$ cat src/rtl/three_stage_pipeline_unloader_pkg.sv
// rtl/three_stage_pipeline_unloader_pkg.sv - shared unloader/loader encodings and widths
package three_stage_pipeline_unloader_pkg;

  localparam int BYTE_W   = 8;
  localparam int BYTE_CNT = 3;
  localparam int WORD_W   = BYTE_W * BYTE_CNT;

  localparam logic [1:0] ST_IDLE = 2'b00;
  localparam logic [1:0] ST_B0   = 2'b01;
  localparam logic [1:0] ST_B1   = 2'b10;
  localparam logic [1:0] ST_B2   = 2'b11;

endpackage

$ cat src/rtl/three_stage_pipeline_unloader_datapath.sv
// rtl/three_stage_pipeline_unloader_datapath.sv - word shift register presenting the low byte
module three_stage_pipeline_unloader_datapath
  import three_stage_pipeline_unloader_pkg::*;
(
  input  logic              clk_i,
  input  logic              rst_ni,
  input  logic              load_i,
  input  logic              shift_i,
  input  logic [WORD_W-1:0] data_i,
  output logic [BYTE_W-1:0] data_o
);

  logic [WORD_W-1:0] r_q, r_d;

  // Zero-fill shifting leaves R empty after the last byte, so idle shows 8'h00.
  always_comb begin
    r_d = r_q;
    if (load_i) begin
      r_d = data_i;
    end else if (shift_i) begin
      r_d = r_q >> BYTE_W;
    end
  end

  always_ff @(posedge clk_i or negedge rst_ni) begin
    if (!rst_ni) begin
      r_q <= '0;
    end else begin
      r_q <= r_d;
    end
  end

  assign data_o = r_q[BYTE_W-1:0];

endmodule

$ cat src/rtl/three_stage_pipeline_unloader.sv
// rtl/three_stage_pipeline_unloader.sv - serialises a 24-bit word into three bytes, LSB first
module three_stage_pipeline_unloader
  import three_stage_pipeline_unloader_pkg::*;
#(
  parameter logic [1:0] S_idle = ST_IDLE,
  parameter logic [1:0] S_b0   = ST_B0,
  parameter logic [1:0] S_b1   = ST_B1,
  parameter logic [1:0] S_b2   = ST_B2
) (
  input  logic              clk,
  input  logic              rst,
  input  logic              Ld,
  input  logic [WORD_W-1:0] Data_in,
  input  logic              EN,
  input  logic              Rdy,
  output logic              Ld_ack,
  output logic              Valid,
  output logic [BYTE_W-1:0] Data_out,
  output logic              Done
);

  logic [1:0] state_q, state_d;
  logic       valid_q, ld_ack_q, ld_ack_d, done_q, done_d;
  logic       load, shift, xfer;

  assign xfer = valid_q && EN && Rdy;

  always_comb begin
    state_d  = state_q;
    load     = 1'b0;
    shift    = 1'b0;
    ld_ack_d = 1'b0;
    done_d   = 1'b0;
    case (state_q)
      S_idle: begin
        if (Ld) begin
          load     = 1'b1;
          ld_ack_d = 1'b1;
          state_d  = S_b0;
        end
      end
      S_b0: begin
        if (xfer) begin
          shift   = 1'b1;
          state_d = S_b1;
        end
      end
      S_b1: begin
        if (xfer) begin
          shift   = 1'b1;
          state_d = S_b2;
        end
      end
      default: begin
        // Final byte accepted: a waiting Ld refills without an idle bubble.
        if (xfer) begin
          done_d = 1'b1;
          if (Ld) begin
            load     = 1'b1;
            ld_ack_d = 1'b1;
            state_d  = S_b0;
          end else begin
            shift    = 1'b1;
            state_d  = S_idle;
          end
        end
      end
    endcase
  end

  always_ff @(posedge clk or negedge rst) begin
    if (!rst) begin
      state_q  <= S_idle;
      valid_q  <= 1'b0;
      ld_ack_q <= 1'b0;
      done_q   <= 1'b0;
    end else begin
      state_q  <= state_d;
      valid_q  <= (state_d != S_idle);
      ld_ack_q <= ld_ack_d;
      done_q   <= done_d;
    end
  end

  three_stage_pipeline_unloader_datapath u_datapath (
    .clk_i   (clk),
    .rst_ni  (rst),
    .load_i  (load),
    .shift_i (shift),
    .data_i  (Data_in),
    .data_o  (Data_out)
  );

  assign Ld_ack = ld_ack_q;
  assign Valid  = valid_q;
  assign Done   = done_q;

endmodule

$ cat config.mk
export PLATFORM = sky130hd
export DESIGN_NAME = three_stage_pipeline_unloader
export DESIGN_NICKNAME = d
export VERILOG_FILES = /design/src/rtl/three_stage_pipeline_unloader_pkg.sv /design/src/rtl/three_stage_pipeline_unloader_datapath.sv /design/src/rtl/three_stage_pipeline_unloader.sv
export SDC_FILE = /design/constraint.sdc
export NUM_CORES = 1
export LEC_CHECK = 0
export CORE_ASPECT_RATIO = 0.7
export CORE_MARGIN = 1.5
export CORE_UTILIZATION = 30
export DETAILED_ROUTE_END_ITERATION = 10
export GPL_TIMING_DRIVEN = 0
export PLACE_DENSITY_LB_ADDON = 0.08
export SLEW_MARGIN = 20
export SYNTH_ARGS = -nofsm -noshare
export SYNTH_HDL_FRONTEND = slang
export SYNTH_SLANG_ARGS = --single-unit
$ cat constraint.sdc
create_clock -name clk -period 2.1 [get_ports clk]
set_input_delay 0.525 -clock clk [delete_from_list [all_inputs] [get_ports clk]]
set_output_delay 0.525 -clock clk [all_outputs]
set_load 0.01 [all_outputs]
# --- After elaboration in Yosys (flattened, before gate mapping) ---
# Index checks and enable logic that the tools add are counted.
# W data, S select, Z words.
totals:
  reg_bits: 29
  latch_bits: 0
  ram_bits: 0
  romBits: 0
  output_inout_bits: 11
  wordCells: 30
  n_memories: 0
op_classes:
  n_addsub: 0
  mul: 0
  div_mod_pow: 0
  order_cmp: 0
  n_eq_ne: 2
  shifts: 0
  mux: 16
  n_bitwise: 0
  reduce_logical: 7
ops:
  columns: ["operator", "count"]
  rows:
  - ["$mux W24", 2]
  - ["$mux W2", 4]
  - ["$mux W1", 7]
  - ["$pmux W2 S3", 1]
  - ["$pmux W1 S2", 2]
  - ["$reduce_bool A2 Y1", 2]
  - ["$reduce_or A3 Y1", 1]
  - ["$eq A2 B1 Y1 const B", 1]
  - ["$eq A2 B2 Y1 const B", 1]
  - ["$logic_and A1 B1 Y1", 2]
  - ["$logic_not A2 Y1", 1]
  - ["$reduce_or A2 Y1", 1]

# --- Logic depth before layout (Yosys ltp) ---
# Gate-level depths: netlist of the first run.
depth:
  word_depth: 6
  depth_mapped: 7
  mapped_depth_nobuf: 6

# --- Hierarchy ---
# Synthesis of the first run repeated with hierarchy kept, for this count alone.
hier_totals:
  hier_cells: 144
  hier_area_um2: 1491.4
modules_own_cells:
  columns: ["module", "instances", "cells_per_inst", "area_each_um2"]
  rows:
  - ["three_stage_pipeline_unloader_datapath", 1, 112, 1146.1]
  - ["three_stage_pipeline_unloader", 1, 32, 345.3]

# --- Worst setup path before layout of the first run ---
# OpenSTA, ideal clock, no wires.
synth_timing:
  kind: "reg-to-reg"
  start: "register state_q[0]"
  end: "register u_datapath.r_q[7]"
  arrival_time_ps: 1535
  t_required_ps: 1963
  setup_slack_ps: 427
  path_stages_with_launch: 8
  n_path_buf: 1
  period_less_slack_ps: 1673
  cell_sequence: "dfrtp_1 > inv_1 > ha_1 > nor2b_1 > o21ai_4 > buf_8 > mux2i_1 > a21oi_1"
synth_between:
  elab_chain_len: 4
synth_lines:
  columns: ["item", "line", "text"]
  rows:
  - ["start: declaration", "three_stage_pipeline_unloader.sv:22", "logic [1:0] state_q, state_d;"]
  - ["start signal: assignment", "three_stage_pipeline_unloader.sv:73", "state_q <= S_idle;"]
  - ["start signal: assignment", "three_stage_pipeline_unloader.sv:78", "state_q <= state_d;"]
  - ["$eq A2 B2 Y1 or $eq A2 B1 Y1 (tied branches)", "three_stage_pipeline_unloader.sv:34", "case (state_q)"]
  - ["$reduce_or A2 Y1 (no source line)", null, null]
  - ["$pmux W1 S2", "three_stage_pipeline_unloader.sv:34", null]
  - ["$mux W24 or $reduce_bool A2 Y1 (tied branches)", null, null]
  - ["end signal: assignment", "three_stage_pipeline_unloader_datapath.sv:29", "r_q <= r_d;"]
  - ["end: declaration", "three_stage_pipeline_unloader_datapath.sv:13", "logic [WORD_W-1:0] r_q, r_d;"]
# Parallel ways exist; a longest one is shown, timed or not.
# A chain may end at the register's enable or synchronous reset.

# --- Worst setup path in the final report of the first run ---
layout_timing:
  start: "register state_q[0]"
  end: "register u_datapath.r_q[5]"
# Same word-level chain as after synthesis.

==> results of run 1 <==
## critical path, cell delays in order (launching register included)
cell      delay, ps
dfrtp_1         420
ha_1            300
and4_1          200
o21ai_1         240
clkbuf_1        480
a21oi_1         130
## cells by family (layout without fill, tap and decap cells)
family | after synthesis | in the layout
fa+ha+maj | 4 | 4
buf+inv | 28 | 75
simple gates | 36 | 36
flops | 29 | 29
compound gates | 33 | 33
mux | 16 | 16
## cell usage after synthesis
cell type / count / area, um^2
a2111oi_0: 1 / 8.76
a211oi_1: 1 / 7.51
a21boi_0: 1 / 7.51
a21oi_1: 17 / 85.1
and3_1: 1 / 6.26
and4_1: 1 / 8.76
buf_2: 2 / 10.0
buf_4: 9 / 67.6
buf_6: 1 / 11.3
buf_8: 1 / 15.0
clkbuf_1: 2 / 7.51
dfrtp_1: 29 / 726
ha_1: 4 / 50.1
inv_1: 12 / 45.0
inv_2: 1 / 3.75
mux2i_1: 16 / 160
nand2_1: 2 / 7.51
nand3_1: 9 / 45.0
nor2_1: 19 / 71.3
nor2b_1: 2 / 12.5
nor2b_4: 1 / 13.8
o21ai_1: 10 / 50.1
o21ai_4: 1 / 16.3
o311ai_1: 1 / 8.76
o31ai_1: 1 / 7.51
or3_1: 1 / 6.26
## per-stage QoR
stage / setup TNS, ps / cell area [um^2] / setup WS (ps)
floorplan: 0 / 1460 / 427
global placement: -873 / 1920 / -52.1
detailed placement: -1490 / 1920 / -102
CTS: 0 / 2020 / 173
global route: 0 / 2020 / 20.2
finish: 0 / 2020 / 182
## how the worst min path moves through the flow
stage	startpoint	to	slack (ps)	cells after the start
2_1_floorplan	rst	Done	230	0
3_3_place_gp	u_datapath.r_q[17]	u_datapath.r_q[17]	490	2
3_5_place_dp	u_datapath.r_q[16]	u_datapath.r_q[16]	500	2
4_1_cts	rst	u_datapath.r_q[0]	300	1
5_1_grt	rst	u_datapath.r_q[5]	320	1
6_report	rst	u_datapath.r_q[7]	270	1
## sequential cells by signal, indices dropped and copies added, names as in the netlist
register	count
Valid	1
Ld_ack	1
state_q	2
u_datapath.r_q	24
Done	1
## power by group
group | leakage [uW] | total [uW] | internal, uW | switching (uW)
sequential | 0.000340 | 962 | 820 | 143
combinational | 0.000601 | 1140 | 601 | 540
clock | 0.0000542 | 502 | 295 | 207
total | 0.000995 | 2610 | 1720 | 889
## layer usage
layer,part of all wire,global-route usage,vias to the layer above
li1,-,-,573
met1,0.50,0.166,523
met2,0.43,0.213,27
met3,0.047,0.0442,8
met4,0.019,0.0691,0
met5,0,0,-
## cell type report
type,instances,area share
well taps,57,0.0354
repair buffers,39,0.191
clock buffers,7,0.0478
inverters,13,0.0242
clock inverters,1,0.00248
plain buffers,15,0.0552
flip-flops and latches,29,0.360
multi-input cells,89,0.284
==> results.md, run 1 <==
* Reported leakage power at 0.000995 uW
* Number of nets with antenna violations after detailed routing at 0
* Netlist area before placement at 1460 um^2
* Share of the yosys chip area belonging to registers at 0.497
* Vertical extent of the die at 61.3 um
* Critical path type: flip-flop to flip-flop
* Post-CTS clock slew at the launch and capture registers of the worst setup and hold paths at 60 ps
* Vias in the first global route at 1115
* Peak ir drop on the vdd network at 0.000514 V
* Worst reg2reg setup slack at 180 ps
* Filler Cell Count at about 460
* Top Ports at 40
* Transition at the pin with the smallest max-transition slack at about 660 ps
* Clock latency on the worst-skew pair at about 280 ps
* Die Wd at 86.4 um
* Drt drc at 0
* Count of H-tree levels built during CTS at 2
* Synth Area in Simple Gates at 0.117
* Data arrival, critical path at 2050 ps
* Pwr per Cell Area at 1290 nW/um^2
* Placeable core region at between 4000 and 5000 um^2
* First-pass GRT wire length at between 5000 and 6000 um
* Run status: finished, final reports clean
* Number of instances in the synthesized netlist at 146
* Final hold vios at 0
* Required time of the critical path at approximately 2200 ps
* Number of different library cells in the post-synthesis netlist at 26
* Seq. cell area at 726 um^2
* Share of post-route cells with drive strength above 1 at 0.130
* Crit. End Element: flip-flop
* Overall power consumption at 2610 uW
* Combinational family with the most area after synthesis: compound AO/OA/AOI/OAI gates
* Proportion of synthesized area in mux cells at 0.110
* Number of input and output port buffers inserted at 39
* Number of max-cap violations at 0
* Area added between synthesis and finish at 38.3%
* Biggest fanout along the worst timing path at 10
* Worst hold margin at 274 ps
* Number of nets at the end of the flow at 225
* Weighted congestion at the end of routability-driven global placement at about 0.74
* CP Capture Point: u_datapath.r_q[5]
* Cts bufs inserted at 5
* Total wire length after detailed routing at 3250 um
* Via density at about 4.5
* Number of clock sinks seen by CTS at 29
* Post-synthesis sequential element count at 29
* Origin of the critical flop-to-flop path: state_q[0]
* Via count at 1131
* Detailed-router iteration count before antenna repair at 3
* Fin util at 0.426
* Antenna cell count at 0
* R2r endpoint: u_datapath.r_q[5]
* Number of buffers added for setup after CTS at 0
* First DRT Iteration DRCs at 33
* Hold WC Path Type: input pin to async pin
* Most common cell after layout, fill and taps aside: clkdlybuf4s50_1
* Highest clock rate at 521 MHz
* Number of buffers on the longest clock path at 2
* Detailed placement HPWL at 2280 um
* Setup crit start: state_q[0]
* Clock skew after layout at 1.71 ps
* Synthesized netlist net count at between 150 and 200
* Period utilization at 0.913
* Worst slew margin at 0.560
* Total routing usage reported by global routing at 0.134
* Adder-Cell Fraction of Synth Area at 0.0343
* Number of placed cells counting well taps at 242
* Compound-cell area share of the yosys netlist at 0.131
* Pins over their slew limit at 0
* Initial standard-cell utilization of the core at 0.308
* Multi-input gate area in the final layout at 573 um^2
* # hold bufs at CTS at 0
* Standard-cell row count at 21
* Buffer type at the clock tree root: clkbuf_8
* Post-Layout Cell Count at 250
* Setup repair after global routing missed its margin: false
* Most frequent cells in the layout: 38 x clkdlybuf4s50_1, 29 x dfrtp_1, 19 x nor2_1
* Antenna violations before repair at 0
* Number of synthesis warnings at 0
* Floorplan die area at 5300 um^2
* CTS tree: yes
* Critical path launch point type: flip-flop
* Average cell area after synthesis at 9.99 um^2
* Post-layout minimum cycle time at 1920 ps
* Number of setup violations in the final report at 0
* Pin count of the biggest net entering global routing at 30
* Average wire length per cell after detail routing at 13.0 um
* Worst reg2reg path depth at 5
* # resized after CTS at 0
* Area share of xor/xnor cells in the synthesized design at 0
* Total global routing overflow at 0
(Power assumes the default switching activity.)
==> run 2: changes to the inputs <==
--- a/config.mk
+++ b/config.mk
@@ -8,6 +8,7 @@
 export CORE_ASPECT_RATIO = 0.7
 export CORE_MARGIN = 1.5
 export CORE_UTILIZATION = 30
+export CTS_CLUSTER_DIAMETER = 150
 export DETAILED_ROUTE_END_ITERATION = 10
 export GPL_TIMING_DRIVEN = 0
 export PLACE_DENSITY_LB_ADDON = 0.08
==> results of run 2 <==
Final layout, timing and power as in run 1 (identical DEF).
==> run 3: changes to the inputs <==
--- a/config.mk
+++ b/config.mk
@@ -12,6 +12,7 @@
 export DETAILED_ROUTE_END_ITERATION = 10
 export GPL_TIMING_DRIVEN = 0
 export PLACE_DENSITY_LB_ADDON = 0.08
+export SKIP_CTS_REPAIR_TIMING = 1
 export SLEW_MARGIN = 20
 export SYNTH_ARGS = -nofsm -noshare
 export SYNTH_HDL_FRONTEND = slang
==> results of run 3 <==
Final layout, timing and power as in run 1 (identical DEF).
